**src/rtl/camera_pattern_pkg.sv**
```systemverilog
// camera_pattern_pkg: shared types and constants for the camera pattern source.
//   state_e        - frame timing FSM states
//   pattern_e      - test pattern codes selected per frame
//   PIXEL_W        - pixel data width
//   PAT_CONST_VAL  - value emitted by the constant pattern
//   max2()         - constant helper used to size the blanking counter
package camera_pattern_pkg;

  localparam int PIXEL_W = 12;

  typedef enum logic [2:0] {
    IDLE,
    LEAD,
    ACTIVE,
    HBLANK,
    TRAIL,
    VBLANK
  } state_e;

  typedef enum logic [1:0] {
    PAT_RAMP  = 2'd0,
    PAT_CHECK = 2'd1,
    PAT_DIAG  = 2'd2,
    PAT_CONST = 2'd3
  } pattern_e;

  localparam logic [PIXEL_W-1:0] PAT_CONST_VAL = 12'hA5A;

  function automatic int max2(input int a, input int b);
    return (a > b) ? a : b;
  endfunction

endpackage

```
**src/rtl/camera_pattern_source_if.sv**
```systemverilog
// camera_pattern_source_if: sensor-side video bus.
//   frame_valid - FV, high for the whole frame
//   line_valid  - LV, high during active pixels
//   pixel_data  - pixel value, zero whenever LV is low
// modport master: the emulated sensor (drives the bus)
// modport slave : the camera input path (observes the bus)
interface camera_pattern_source_if;
  import camera_pattern_pkg::*;

  logic               frame_valid;
  logic               line_valid;
  logic [PIXEL_W-1:0] pixel_data;

  modport master (output frame_valid, output line_valid, output pixel_data);
  modport slave  (input  frame_valid, input  line_valid, input  pixel_data);

endinterface

```
**src/rtl/camera_pattern_pixel.sv**
```systemverilog
// camera_pattern_pixel: purely combinational test pattern function.
//   pattern - latched pattern code for the current frame
//   x, y    - active pixel coordinates
//   f       - frame count at frame start (low 12 bits)
//   value   - pixel value for (x, y) under the selected pattern
// The parent registers value together with LV, so no latency is added here.
module camera_pattern_pixel
  import camera_pattern_pkg::*;
#(
  parameter int X_W = 10,
  parameter int Y_W = 9
) (
  input  pattern_e           pattern,
  input  logic [X_W-1:0]     x,
  input  logic [Y_W-1:0]     y,
  input  logic [PIXEL_W-1:0] f,
  output logic [PIXEL_W-1:0] value
);

  // All pattern arithmetic is done on zero-extended 12-bit operands so the
  // diagonal sum wraps modulo 4096.
  logic [PIXEL_W-1:0] x12;
  logic [PIXEL_W-1:0] y12;

  assign x12 = PIXEL_W'(x);
  assign y12 = PIXEL_W'(y);

  always_comb begin
    // NOTE: every always_comb output gets a default first, so no branch can
    // leave it unassigned and infer a latch.
    value = '0;
    case (pattern)
      PAT_RAMP:  value = {x12[9:0], 2'b00};
      PAT_CHECK: value = (x12[4] ^ y12[4]) ? '1 : '0;
      PAT_DIAG:  value = x12 + y12 + f;
      PAT_CONST: value = PAT_CONST_VAL;
    endcase
  end

endmodule

```
**src/rtl/camera_pattern_source.sv**
```systemverilog
// camera_pattern_source: synthetic image-sensor emulator.
//   clk_clk       - sole clock, all outputs registered on the rising edge
//   reset_reset_n - asynchronous active-low reset
//   enable        - frames run while high; a frame in flight always completes
//   pattern_sel   - pattern code, latched on entry to LEAD
//   video         - FV / LV / pixel_data bus (master side)
//   frame_count   - completed frames, wraps 0xFFFF -> 0
//   busy          - high in every state except IDLE
// Outputs are registered one cycle behind the FSM state, so FV rises one
// cycle after enable is seen in IDLE and LV/data line up in the same cycle.
module camera_pattern_source
  import camera_pattern_pkg::*;
#(
  parameter int ACTIVE_W = 640,
  parameter int ACTIVE_H = 480,
  parameter int H_BLANK  = 16,
  parameter int FV_LEAD  = 4,
  parameter int FV_TRAIL = 4,
  parameter int V_BLANK  = 32
) (
  input  logic                       clk_clk,
  input  logic                       reset_reset_n,
  input  logic                       enable,
  input  logic [1:0]                 pattern_sel,
  camera_pattern_source_if.master    video,
  output logic [15:0]                frame_count,
  output logic                       busy
);

  localparam int X_W     = (ACTIVE_W > 1) ? $clog2(ACTIVE_W) : 1;
  localparam int Y_W     = (ACTIVE_H > 1) ? $clog2(ACTIVE_H) : 1;
  localparam int DLY_MAX = max2(max2(FV_LEAD, H_BLANK), max2(FV_TRAIL, V_BLANK));
  localparam int CNT_W   = (DLY_MAX > 1) ? $clog2(DLY_MAX) : 1;

  localparam logic [X_W-1:0]   X_LAST    = X_W'(ACTIVE_W - 1);
  localparam logic [Y_W-1:0]   Y_LAST    = Y_W'(ACTIVE_H - 1);
  localparam logic [CNT_W-1:0] LEAD_LAST = CNT_W'(FV_LEAD - 1);
  localparam logic [CNT_W-1:0] HB_LAST   = CNT_W'(H_BLANK - 1);
  localparam logic [CNT_W-1:0] TR_LAST   = CNT_W'(FV_TRAIL - 1);
  localparam logic [CNT_W-1:0] VB_LAST   = CNT_W'(V_BLANK - 1);

  state_e             state;
  state_e             state_next;
  logic [CNT_W-1:0]   cnt;       // cycles spent in the current timed state
  logic [X_W-1:0]     x;
  logic [Y_W-1:0]     y;
  pattern_e           pat_q;
  logic [PIXEL_W-1:0] pix;
  logic               fv_d;
  logic               lv_d;
  logic               busy_d;
  logic               fv_q;
  logic               lv_q;
  logic [PIXEL_W-1:0] pix_q;

  // State register.
  always_ff @(posedge clk_clk or negedge reset_reset_n) begin
    // NOTE: sequential logic uses non-blocking assignments so every flop
    // samples the values present before the edge.
    if (!reset_reset_n) state <= IDLE;
    else                state <= state_next;
  end

  // Next-state logic.
  always_comb begin
    state_next = state;
    unique case (state)
      IDLE:    if (enable) state_next = LEAD;
      LEAD:    if (cnt == LEAD_LAST) state_next = ACTIVE;
      ACTIVE:  if (x == X_LAST) state_next = (y == Y_LAST) ? TRAIL : HBLANK;
      HBLANK:  if (cnt == HB_LAST) state_next = ACTIVE;
      TRAIL:   if (cnt == TR_LAST) state_next = VBLANK;
      // enable is only consulted here, so a mid-frame drop never truncates.
      VBLANK:  if (cnt == VB_LAST) state_next = enable ? LEAD : IDLE;
      default: state_next = IDLE;
    endcase
  end

  // Output decode, registered below.
  always_comb begin
    fv_d   = 1'b0;
    lv_d   = 1'b0;
    busy_d = (state_next != IDLE);
    unique case (state)
      LEAD, HBLANK, TRAIL: fv_d = 1'b1;
      ACTIVE: begin
        fv_d = 1'b1;
        lv_d = 1'b1;
      end
      default: ;
    endcase
  end

  // Counters, pattern latch and frame counter.
  always_ff @(posedge clk_clk or negedge reset_reset_n) begin
    if (!reset_reset_n) begin
      cnt         <= '0;
      x           <= '0;
      y           <= '0;
      pat_q       <= PAT_RAMP;
      frame_count <= '0;
    end else begin
      // The duration counter restarts on every state change.
      cnt <= (state_next != state) ? '0 : cnt + CNT_W'(1);

      if (state == ACTIVE) x <= (x == X_LAST) ? '0 : x + X_W'(1);

      if (state == LEAD)
        y <= '0;
      else if (state == ACTIVE && x == X_LAST && state_next == HBLANK)
        y <= y + Y_W'(1);

      if (state != LEAD && state_next == LEAD) pat_q <= pattern_e'(pattern_sel);

      if (state == TRAIL && state_next == VBLANK) frame_count <= frame_count + 16'd1;
    end
  end

  // frame_count only moves at TRAIL -> VBLANK, after the last active pixel,
  // so during active pixels it still holds the value from frame start.
  camera_pattern_pixel #(
    .X_W (X_W),
    .Y_W (Y_W)
  ) u_pixel (
    .pattern (pat_q),
    .x       (x),
    .y       (y),
    .f       (frame_count[PIXEL_W-1:0]),
    .value   (pix)
  );

  always_ff @(posedge clk_clk or negedge reset_reset_n) begin
    if (!reset_reset_n) begin
      fv_q  <= 1'b0;
      lv_q  <= 1'b0;
      pix_q <= '0;
      busy  <= 1'b0;
    end else begin
      fv_q  <= fv_d;
      lv_q  <= lv_d;
      pix_q <= lv_d ? pix : '0;
      busy  <= busy_d;
    end
  end

  assign video.frame_valid = fv_q;
  assign video.line_valid  = lv_q;
  assign video.pixel_data  = pix_q;

endmodule

```
**src/flat_wrapper.sv**
```systemverilog
// flat-port wrapper written by rule: the top's interface ports become plain ports
module camera_pattern_source_flat import camera_pattern_pkg::*;
#(
  parameter int ACTIVE_W = 640,
  parameter int ACTIVE_H = 480,
  parameter int H_BLANK  = 16,
  parameter int FV_LEAD  = 4,
  parameter int FV_TRAIL = 4,
  parameter int V_BLANK  = 32
)
  (clk_clk, reset_reset_n, enable, pattern_sel, frame_count, busy, video_frame_valid, video_line_valid, video_pixel_data);
  camera_pattern_source_if video_i ();
  input  logic clk_clk;
  input  logic reset_reset_n;
  input  logic enable;
  input  logic [1:0] pattern_sel;
  output logic [15:0] frame_count;
  output logic busy;
  output wire logic [$bits(video_i.frame_valid)-1:0] video_frame_valid;
  output wire logic [$bits(video_i.line_valid)-1:0] video_line_valid;
  output wire logic [$bits(video_i.pixel_data)-1:0] video_pixel_data;
  assign video_frame_valid = video_i.frame_valid;
  assign video_line_valid = video_i.line_valid;
  assign video_pixel_data = video_i.pixel_data;
  camera_pattern_source #(.ACTIVE_W(ACTIVE_W), .ACTIVE_H(ACTIVE_H), .H_BLANK(H_BLANK), .FV_LEAD(FV_LEAD), .FV_TRAIL(FV_TRAIL), .V_BLANK(V_BLANK)) u_core (.clk_clk(clk_clk), .reset_reset_n(reset_reset_n), .enable(enable), .pattern_sel(pattern_sel), .video(video_i), .frame_count(frame_count), .busy(busy));
endmodule
```
**config.mk**
```make
export PLATFORM = sky130hd
export DESIGN_NAME = camera_pattern_source_flat
export DESIGN_NICKNAME = d
export VERILOG_FILES = /design/src/rtl/camera_pattern_pkg.sv /design/src/rtl/camera_pattern_source_if.sv /design/src/rtl/camera_pattern_pixel.sv /design/src/rtl/camera_pattern_source.sv /design/src/flat_wrapper.sv
export SDC_FILE = /design/constraint.sdc
export NUM_CORES = 1
export LEC_CHECK = 0
export ABC_AREA = 1
export CAP_MARGIN = 5
export CORE_UTILIZATION = 60
export DETAILED_ROUTE_END_ITERATION = 6
export HOLD_SLACK_MARGIN = 0.06
export PLACE_DENSITY = 0.83
export SYNTH_ARGS = -nofsm -noshare
export SYNTH_HDL_FRONTEND = slang
export SYNTH_SLANG_ARGS = --single-unit
```
**constraint.sdc**
```tcl
create_clock -name clk_clk -period 4.3 [get_ports clk_clk]
set_input_delay 0.645 -clock clk_clk [delete_from_list [all_inputs] [get_ports clk_clk]]
set_output_delay 0.645 -clock clk_clk [all_outputs]
set_load 0.02 [all_outputs]
```
======== Word-level counts from Yosys, hierarchy flattened ========
Cells that the tools add are included.
operators by class
  add/subtract/negate cells ............... 6
  equality and inequality tests ........... 18
  muxes and demuxes ....................... 18
  bitwise gates (word level) .............. 1
  reduce and logical (&&, ||, !) cells .... 9
operators by type and width
  kind                                           number
  one-hot mux 12 bit (4 select lines)            1
  two-way mux 12 bit                             2
  two-way mux 3 bit                              7
  two-way mux 9 bit                              2
  one-hot mux 3 bit (6 select lines)             1
  adder 16 x 1 -> 16 bit, second input constant  1
  adder 11 x 12 -> 12 bit                        1
  adder 10 x 9 -> 11 bit                         1
  adder 10 x 1 -> 10 bit, second input constant  1
  == test 10 bit, second input constant          1
  two-way mux 10 bit                             1
  adder 9 x 1 -> 9 bit, second input constant    1
  == test 3 x 2 -> 1 bit, second input constant  3
  == test 3 bit, second input constant           3
  == test 9 bit, second input constant           1
  == test 3 x 1 -> 1 bit, second input constant  2
  adder 5 x 1 -> 5 bit, second input constant    1
  == test 5 x 2 -> 1 bit, second input constant  1
  == test 5 x 4 -> 1 bit, second input constant  1
  == test 5 bit, second input constant           1
  two-way mux 5 bit                              1
  == test 2 bit, second input constant           2
  logical AND 1 bit                              4
  OR reduction 4 bit                             1
  other kinds (9)                                11
word-level totals
  register bits ........................... 60
  input bits .............................. 5
  output and inout port bits .............. 31

======== Logic depth before layout (Yosys ltp) ========
  depth in word-level cells ............... 8
  depth in mapped cells ................... 13

======== Hierarchy ========
Synthesis repeated with hierarchy kept, for this count alone.
unflattened totals
  cell total of the unflattened synthesis .. 485
  area, all modules ....................... 3819.9 um2
by module, submodules not included
  module                 times used  cells an instance  area an instance (um2)  sequential area each (um2)
  camera_pattern_source  1           331                2867.8                  1501.4
  camera_pattern_pixel   1           154                952.2                   0.0

======== Worst setup path after synthesis ========
OpenSTA, ideal clock, no wires.
  kind .................................... reg2reg
  start ................................... register u_core.frame_count[1]
  end ..................................... register u_core.pix_q[7] (netlist: u_core.video.pixel_data[7])
  setup time .............................. 0.077 ns
  data arrival time ....................... 2.199 ns
  data required time ...................... 4.223 ns
  setup slack ............................. 2.024 ns
  cell stages (with the launch flop) ...... 11
  path buffers ............................ 0
  period minus slack after synthesis ...... 2.276 ns
  path through ............................ dfrtp_1 fa_1 ha_1 fa_1 nand2_1 nand2_1 nand2_1 nand2_1 a21oi_1 o21ai_0 a21oi_1
on the way
  word-level cells in the longest chain between the ends .. 3
ends and longest elaborated chain
  what                                 line                          source
  from (decl)                          camera_pattern_source.sv:26   output logic [15:0] frame_count,
  from (signal assigned)               camera_pattern_source.sv:115  if (state == TRAIL && state_next == VBLANK) frame_count <= frame_count + 16'd1;
  adder 11 x 12 -> 12 bit              camera_pattern_pixel.sv:35    PAT_DIAG: value = x12 + y12 + f;
  one-hot mux 12 bit (4 select lines)  camera_pattern_pixel.sv:32    case (pattern)
  two-way mux 12 bit                   camera_pattern_source.sv:141  pix_q <= lv_d ? pix : '0;
  to (signal assigned)                 camera_pattern_source.sv:141
  to (decl)                            camera_pattern_source.sv:54   logic [PIXEL_W-1:0] pix_q;
Every way passes these cells.
A chain may end at the register's enable or synchronous reset.

======== Worst setup path after layout ========
  start ................................... register u_core.frame_count[6]
  end ..................................... register u_core.pix_q[11] (netlist: u_core.video.pixel_data[11])
The elaborated chain is that of the path after synthesis.

==> impl_metrics.yaml <==
status:
  outcome: "completed"
floorplanning:
  start_util: 0.623
  die_area_um2: 6470
  dieHeight_um: 80.4
  die_x_um: 80.4
  io_pins: 36
  coreArea_um2: 5920
  rows: 28
logic_synthesis:
  async_reset_ff_frac: 1.00
  syn_area_per_cell_um2: 8.50
  synth_top_area_frac: 0.407
  syn_inst: 434
  synthTopCellsByArea: "dfrtp_1, nand2_1, ha_1"
  synth_common_cells: "nand2_1, dfrtp_1, nor2_1, inv_1, nand3_1"
  syn_nets: 467
  synth_top_area_cell: "dfrtp_1"
  synth_edf_count: 0
  synthDistinctLibCells: 32
  synth_top_flop_cell: "dfrtp_1"
  synth.most_common_cell: "nand2_1"
  synth_seq_area_share: 0.407
  yosys_warnings: 0
  ys_seq_elements: 60
  syn_area_um2: 3690
power:
  p_leak_nw: 2.13
  power.share.clock: 0.473
  power_switching_w: 0.000234
  p_int_w: 0.000865
  pwr-share-seq: 0.514
  total_power_w: 0.00110
  p_comb_frac: 0.013
  swShare: 0.213
  peakVddDrop_v: 0.000204
  power_density_nw_per_um2: 255
cts:
  postCtsResizedCells: 0
  htree_levels: 3
  clk_pin_slew_ns: 0.07
  hold_buffers: 0
  cts_buffer_depth: 2
  cts_buffers: 9
  cts_setup_buffers: 0
  clock-sinks: 60
  clock_latency_ns: 0.34
  cts_root_buffer: "clkbuf_8"
  cts_tree: "yes"
timing:
  whs_ns: 0.449
  max_freq_ghz: 0.419
  tightest_slew_ns: 0.734
  maxSlewViolCount: 0
  skew_ns: 0.00865
  rsz0062_at_grt: "false"
  setup_slack_ns: 1.91
  post-route-period-util: 0.556
  period_needed_ns: 2.39
  setup_viol: 0
  setup-tns-final_ns: 0
  final_hold_viol_count: 0
  slew_headroom: 0.510
global_route:
  grtUsageTotal: 0.286
  grt_pass1_vias: 2952
  grt-ovfl-total: 0
  grt_pass1_wl_um: 13900
  grt_max_degree: 61
  antenna_found_initial: 0
placement:
  dp.cells: 541
  port_buffers: 35
  hpwl_um: 6080
  globalplace.congestion: 0.893
  pre_cts_ws_ns: 1.94
setup_path:
  crit_path_end_kind: "register"
  worst_ep_required_time_ns: 4.54
  cp_max_fo: 5
  start_kind: "register"
  crit_type: "reg2reg"
  crit_arrival_ns: 2.63
layout:
  area_growth_pct: 16.5
  drive_gt1_frac: 0.0913
  diodes: 0
  num-nets-final: 510
  nFillCells: 432
  stdcell_count: 557
route:
  drc: 0
  ant_nets: 0
  drt-vias-per-instance: 5.51
  vias: 3071
  post_drt_wl_per_cell_um: 14.7
  routed_wl_um: 8170
  drt_iter0_markers: 223
  firstDrtPassIters: 4
worst_hold_path:
  hp-class: "in2async"
job:
  maxCapViolCount: 0
[layer usage]
metal	GRT usage	part of all wire	vias up
met5	0	0	-
met4	0.102	0.015	0
met3	0.0466	0.048	12
met2	0.483	0.51	82
met1	0.369	0.42	1475
li1	-	-	1502
[critical path: stages, from the launching register on]
cell and delay [ns]:
dfrtp_1 0.47, fa_1 0.51, ha_1 0.37, a21oi_1 0.31, o21ai_0 0.15, nand2_1 0.12, nand3_1 0.09, nand2_1 0.07
nand3_1 0.07, nand2_1 0.09, inv_1 0.05
[layout make-up]
| type | instances | area (um2) | share of cell area |
|---|---|---|---|
| multi-input cells | 316 | 1940 | 0.452 |
| flip-flops and latches | 60 | 1500 | 0.349 |
| repair buffers | 36 | 353 | 0.0820 |
| inverters | 54 | 208 | 0.0483 |
| clock buffers | 12 | 155 | 0.0361 |
| well taps | 75 | 93.8 | 0.0218 |
| clock inverters | 4 | 47.5 | 0.0111 |
[flip-flops by register name, summed over array words and instances, names as in the netlist]
| register | flops |
|---|---|
| u_core.busy | 1 |
| u_core.cnt | 5 |
| u_core.frame_count | 16 |
| u_core.pat_q | 2 |
| u_core.state | 3 |
| u_core.video.frame_valid | 1 |
| u_core.video.line_valid | 1 |
| u_core.video.pixel_data | 12 |
| u_core.x | 10 |
| u_core.y | 9 |
[through the flow]
| stage | utilization | area, um2 |
|---|---|---|
| 2_1_floorplan | - | 3690 |
| 3_3_place_gp | 0.692 | 4100 |
| 3_5_place_dp | 0.692 | 4100 |
| 4_1_cts | 0.727 | 4300 |
| 5_1_grt | 0.727 | 4300 |
| 6_report | 0.727 | 4300 |
[power by group through the flow]
stage	clock (W)	sequential, W	combinational, W
global route	0.000545	0.000564	0.0000175
floorplan	0	0.000575	0.0000000347
CTS	0.000522	0.000564	0.0000155
finish	0.000520	0.000564	0.0000144
global placement	0	0.000575	0.0000150
detailed placement	0	0.000575	0.0000154
[kinds of logic after synthesis]
logic type | count (synthesis) | share of synthesized area
buf+inv | 58 | 0.0668
mux | 1 | 0.00305
simple gates | 204 | 0.262
flops | 60 | 0.407
fa+ha+maj | 28 | 0.115
compound gates | 55 | 0.0800
xor+xnor | 28 | 0.0664
[path summary, 6_finish.rpt]
check / slack, ns / start / endpoint / cells past startpoint
min in group clk_clk: 0.48 / u_core.frame_count[15]$_DFFE_PN0P_ / u_core.frame_count[15]$_DFFE_PN0P_ / 1
worst max register to register: 1.91 / u_core.frame_count[6]$_DFFE_PN0P_ / u_core.video.pixel_data[11]$_DFF_PN0_ / 10
max in group asynchronous: 3.36 / reset_reset_n / u_core.x[2]$_DFFE_PN0P_ / 2
worst min register to register: 0.48 / u_core.frame_count[15]$_DFFE_PN0P_ / u_core.frame_count[15]$_DFFE_PN0P_ / 1
worst max-delay path: 1.91 / u_core.frame_count[6]$_DFFE_PN0P_ / u_core.video.pixel_data[11]$_DFF_PN0_ / 10
worst min-delay path: 0.45 / reset_reset_n / u_core.frame_count[10]$_DFFE_PN0P_ / 2
[layout by cell type, fill, tap and decap left out, types with 2 or more instances in the layout]
cell type         n
a21oi_1          23
a31oi_1           2
clkbuf_8         11
clkdlybuf4s50_1  34
clkinv_2          2
dfrtp_1          60
fa_1             10
ha_1             18
inv_1            50
inv_2             3
nand2_1          83
nand2_2           3
nand2_4           4
nand3_1          33
nand3_2           3
nand4_1          10
nor2_1           51
nor2_2            5
nor2_4            3
nor3_1            4
nor3_2            2
o211ai_1          2
o21ai_0          24
o21bai_1          2
xnor2_1          10
xor2_1           18
(Power assumes the default switching activity.)
==> RTL edit (same flow settings) <==
Put one more register stage on the output `frame_count`. The value now appears one clock later. The other outputs are not delayed to match.
--- a/src/rtl/camera_pattern_source.sv
+++ b/src/rtl/camera_pattern_source.sv
@@ -39,4 +39,6 @@
   localparam logic [CNT_W-1:0] TR_LAST   = CNT_W'(FV_TRAIL - 1);
   localparam logic [CNT_W-1:0] VB_LAST   = CNT_W'(V_BLANK - 1);
+
+  logic [15:0] frame_count_s0;
 
   state_e             state;
@@ -99,5 +101,5 @@
       y           <= '0;
       pat_q       <= PAT_RAMP;
-      frame_count <= '0;
+      frame_count_s0 <= '0;
     end else begin
       // The duration counter restarts on every state change.
@@ -113,5 +115,5 @@
       if (state != LEAD && state_next == LEAD) pat_q <= pattern_e'(pattern_sel);
 
-      if (state == TRAIL && state_next == VBLANK) frame_count <= frame_count + 16'd1;
+      if (state == TRAIL && state_next == VBLANK) frame_count_s0 <= frame_count_s0 + 16'd1;
     end
   end
@@ -126,5 +128,5 @@
     .x       (x),
     .y       (y),
-    .f       (frame_count[PIXEL_W-1:0]),
+    .f       (frame_count_s0[PIXEL_W-1:0]),
     .value   (pix)
   );
@@ -148,4 +150,8 @@
   assign video.pixel_data  = pix_q;
 
+  always_ff @(posedge clk_clk) begin
+    frame_count <= frame_count_s0;
+  end
+
 endmodule
 
Formal check against the unedited RTL: no difference found for any inputs over 10 cycles, from zero or initial values and one cycle with reset_reset_n low; that may be too few to reach the edited logic, so the function may still have changed.
==> RTL edit against the original RTL <==
  * Area after synthesis is 8.1% higher
  * Critical path depth stayed put
  * Routed wire length is 1.3% higher
  * Sequential cell count is 16 higher
  * Hold slack worse by 0.050 ns
  * Setup slack worse by 0.059 ns
  * Maximum frequency is 2.4% lower
  * Total power is 16% higher
  * Final area is 7.4% higher
  * Largest power group unchanged
==> RTL edit: results (changes against the original RTL) <==
| Metric | Reported | vs unedited |
|---|---|---|
| Run status | finished clean |  |
| Number of nets in the synthesized netlist | 479 | +2.6% |
| Post-placement worst setup slack | 1.93 ns | -0.0122 ns |
| Crit Reg-Reg Endpoint | u_core.video.pixel_data[7] |  |
| Worst reg2reg startpoint | u_core.x[1] |  |
| Worst vdd ir | 0.258 mV | +26% |
| Port Buffers | 35 | unchanged |
| EDFF count, synth | 0 | unchanged |
| Static leakage power | 0.00229 µW | +7.3% |
| Aggregate routed wire length | 8.28 mm | +1.3% |
| Ratio of cells with drive above 1 in the final layout | 8.48% | -0.64 points |
| Synth cell types | 35 | +9.4% |
| NumNets Final | 523 | +2.5% |
| DR vias/cell | 5.56 | +0.80% |
| RePlAce Congestion | 0.935 | +4.7% |
| Number of antenna violations at the first check in global routing | 0 | unchanged |
| Min-Delay Path Depth | 0 |  |
| Global-route wire length before repair | 14.4 mm | +4.0% |
| Initial detailed-routing violation count | 184 | -17% |
| Via count of the first global-routing pass | 3,279 | +11% |
| Tightest Hold Check Type | register to register |  |
| Fraction of synthesized area in multiplexers | 0.282% | -0.023 points |
| Syn. warnings | 0 | unchanged |
| Xor/xnor cell area share of the yosys netlist | 6.14% | -0.50 points |
| Clock latency at the later pin of the worst-skew pair | 0.36 ns | +0.02 ns |
| Total half-perimeter wirelength after legalization and detailed placement | 6.30 mm | +3.6% |
| Buffers inserted by post-CTS timing repair | 0 | unchanged |
| Clock root buffer master | clkbuf_8 |  |
| Most numerous cell types in the synthesized netlist | nand2_1, dfrtp_1, nor2_1 |  |
| Switching power summed over all nets | 281 µW | +20% |
| Layout filler cell count | 467 | +8.1% |
| Crit-path leading delay family | adder cells |  |
| WP data arrival | 2.73 ns | +0.10 ns |
| Share of synthesized cell area in full adder, half adder and majority cells | 10.7% | -0.87 points |
| Fraction of the yosys area taken by sequential cells | 45.6% | +5.0 points |
| Largest incremental delay on the critical path | 0.50 ns |  |
| Complex-gate fraction of the synthesized area | 6.90% | -1.1 points |
| Normalized max-slew margin | 50.1% | -0.96 points |
| Fraction of registers with async set/reset | 78.9% | -21 points |
| Worst Skew | 0.00702 ns | -0.00163 ns |
| All-layer global routing usage | 26.1% | -2.5 points |
| Cell types occupying the most area after synthesis | dfrtp_1, dfxtp_1, nand2_1, ha_1, nor2_1 |  |
RTL edit: cell count changes after synthesis, sizes merged, moves of 2 or more:
cell,delta
xnor2,-3
xor2,+3
inv,-4
dfxtp,+16
nor3b,+2
nand3b,+2
RTL edit: logic make-up (layout without fill, tap and decap cells):
group,count (synthesis),count (layout)
DFF,76,76
AOI/OAI and AO/OA,51,51
buffers and inverters,53,102
muxes,1,1
adders and majority gates,28,28
xor gates and xnor gates,28,28
and+or+nand+nor,209,209
RTL edit: worst register-to-register path, cell delays in order, from the launching register on:
cell	delay, ns
dfrtp_1	0.45
fa_1	0.50
ha_1	0.26
fa_1	0.44
nand2_1	0.09
nand2_1	0.09
nand2_1	0.08
nand2_1	0.06
a21oi_1	0.14
o21ai_0	0.11
a21oi_1	0.15
RTL edit: power by group through the flow:
| stage | registers [µW] | clock network, µW | logic (µW) |
|---|---|---|---|
| after floorplan | 727 | 0 | 0.0165 |
| after global placement | 726 | 0 | 15.2 |
| after detailed placement | 726 | 0 | 15.5 |
| after CTS | 712 | 558 | 15.5 |
| after global routing | 712 | 589 | 17.2 |
| final | 712 | 552 | 14.4 |
RTL edit: how the worst max path moves through the flow:
stage	startpoint	to	slack, ns	cells past startpoint
after CTS	u_core.x[1]	u_core.video.pixel_data[7]	1.91	10
after floorplan	u_core.x[1]	u_core.video.pixel_data[7]	2.13	10
after global placement	u_core.x[3]	u_core.video.pixel_data[6]	1.97	9
after detailed placement	u_core.x[1]	u_core.video.pixel_data[7]	1.93	10
after global routing	u_core.x[1]	u_core.video.pixel_data[7]	1.69	10
final	u_core.x[1]	u_core.video.pixel_data[7]	1.85	10
RTL edit: area by class of cell:
class	count	area share, %
inverters	50	4.17
multi-input cells	317	42.3
well taps	77	2.09
repair buffers	36	7.64
clock inverters	6	1.38
flip-flops and latches	76	39.4
clock buffers	10	2.98
RTL edit: layer usage:
layer / routed length (µm) / up-vias / track usage [%]
met5: 0 / - / 0
li1: - / 1530 / -
met1: 3540 / 1519 / 31.7
met3: 422 / 21 / 5.14
met2: 4070 / 109 / 44.1
met4: 240 / 0 / 13.7
RTL edit: metrics by stage:
step           cells  area [µm²]  hold WS [ns]  power (µW)  util (%)
6_report         572        4620         0.399        1280      72.4
5_1_grt          572        4620         0.418        1320      72.4
4_1_cts          572        4620         0.399        1290      72.4
3_5_place_dp     556        4420         0.380         742      69.2
3_3_place_gp     556        4420         0.375         742      69.2
2_1_floorplan    446        3990         0.349         727         -
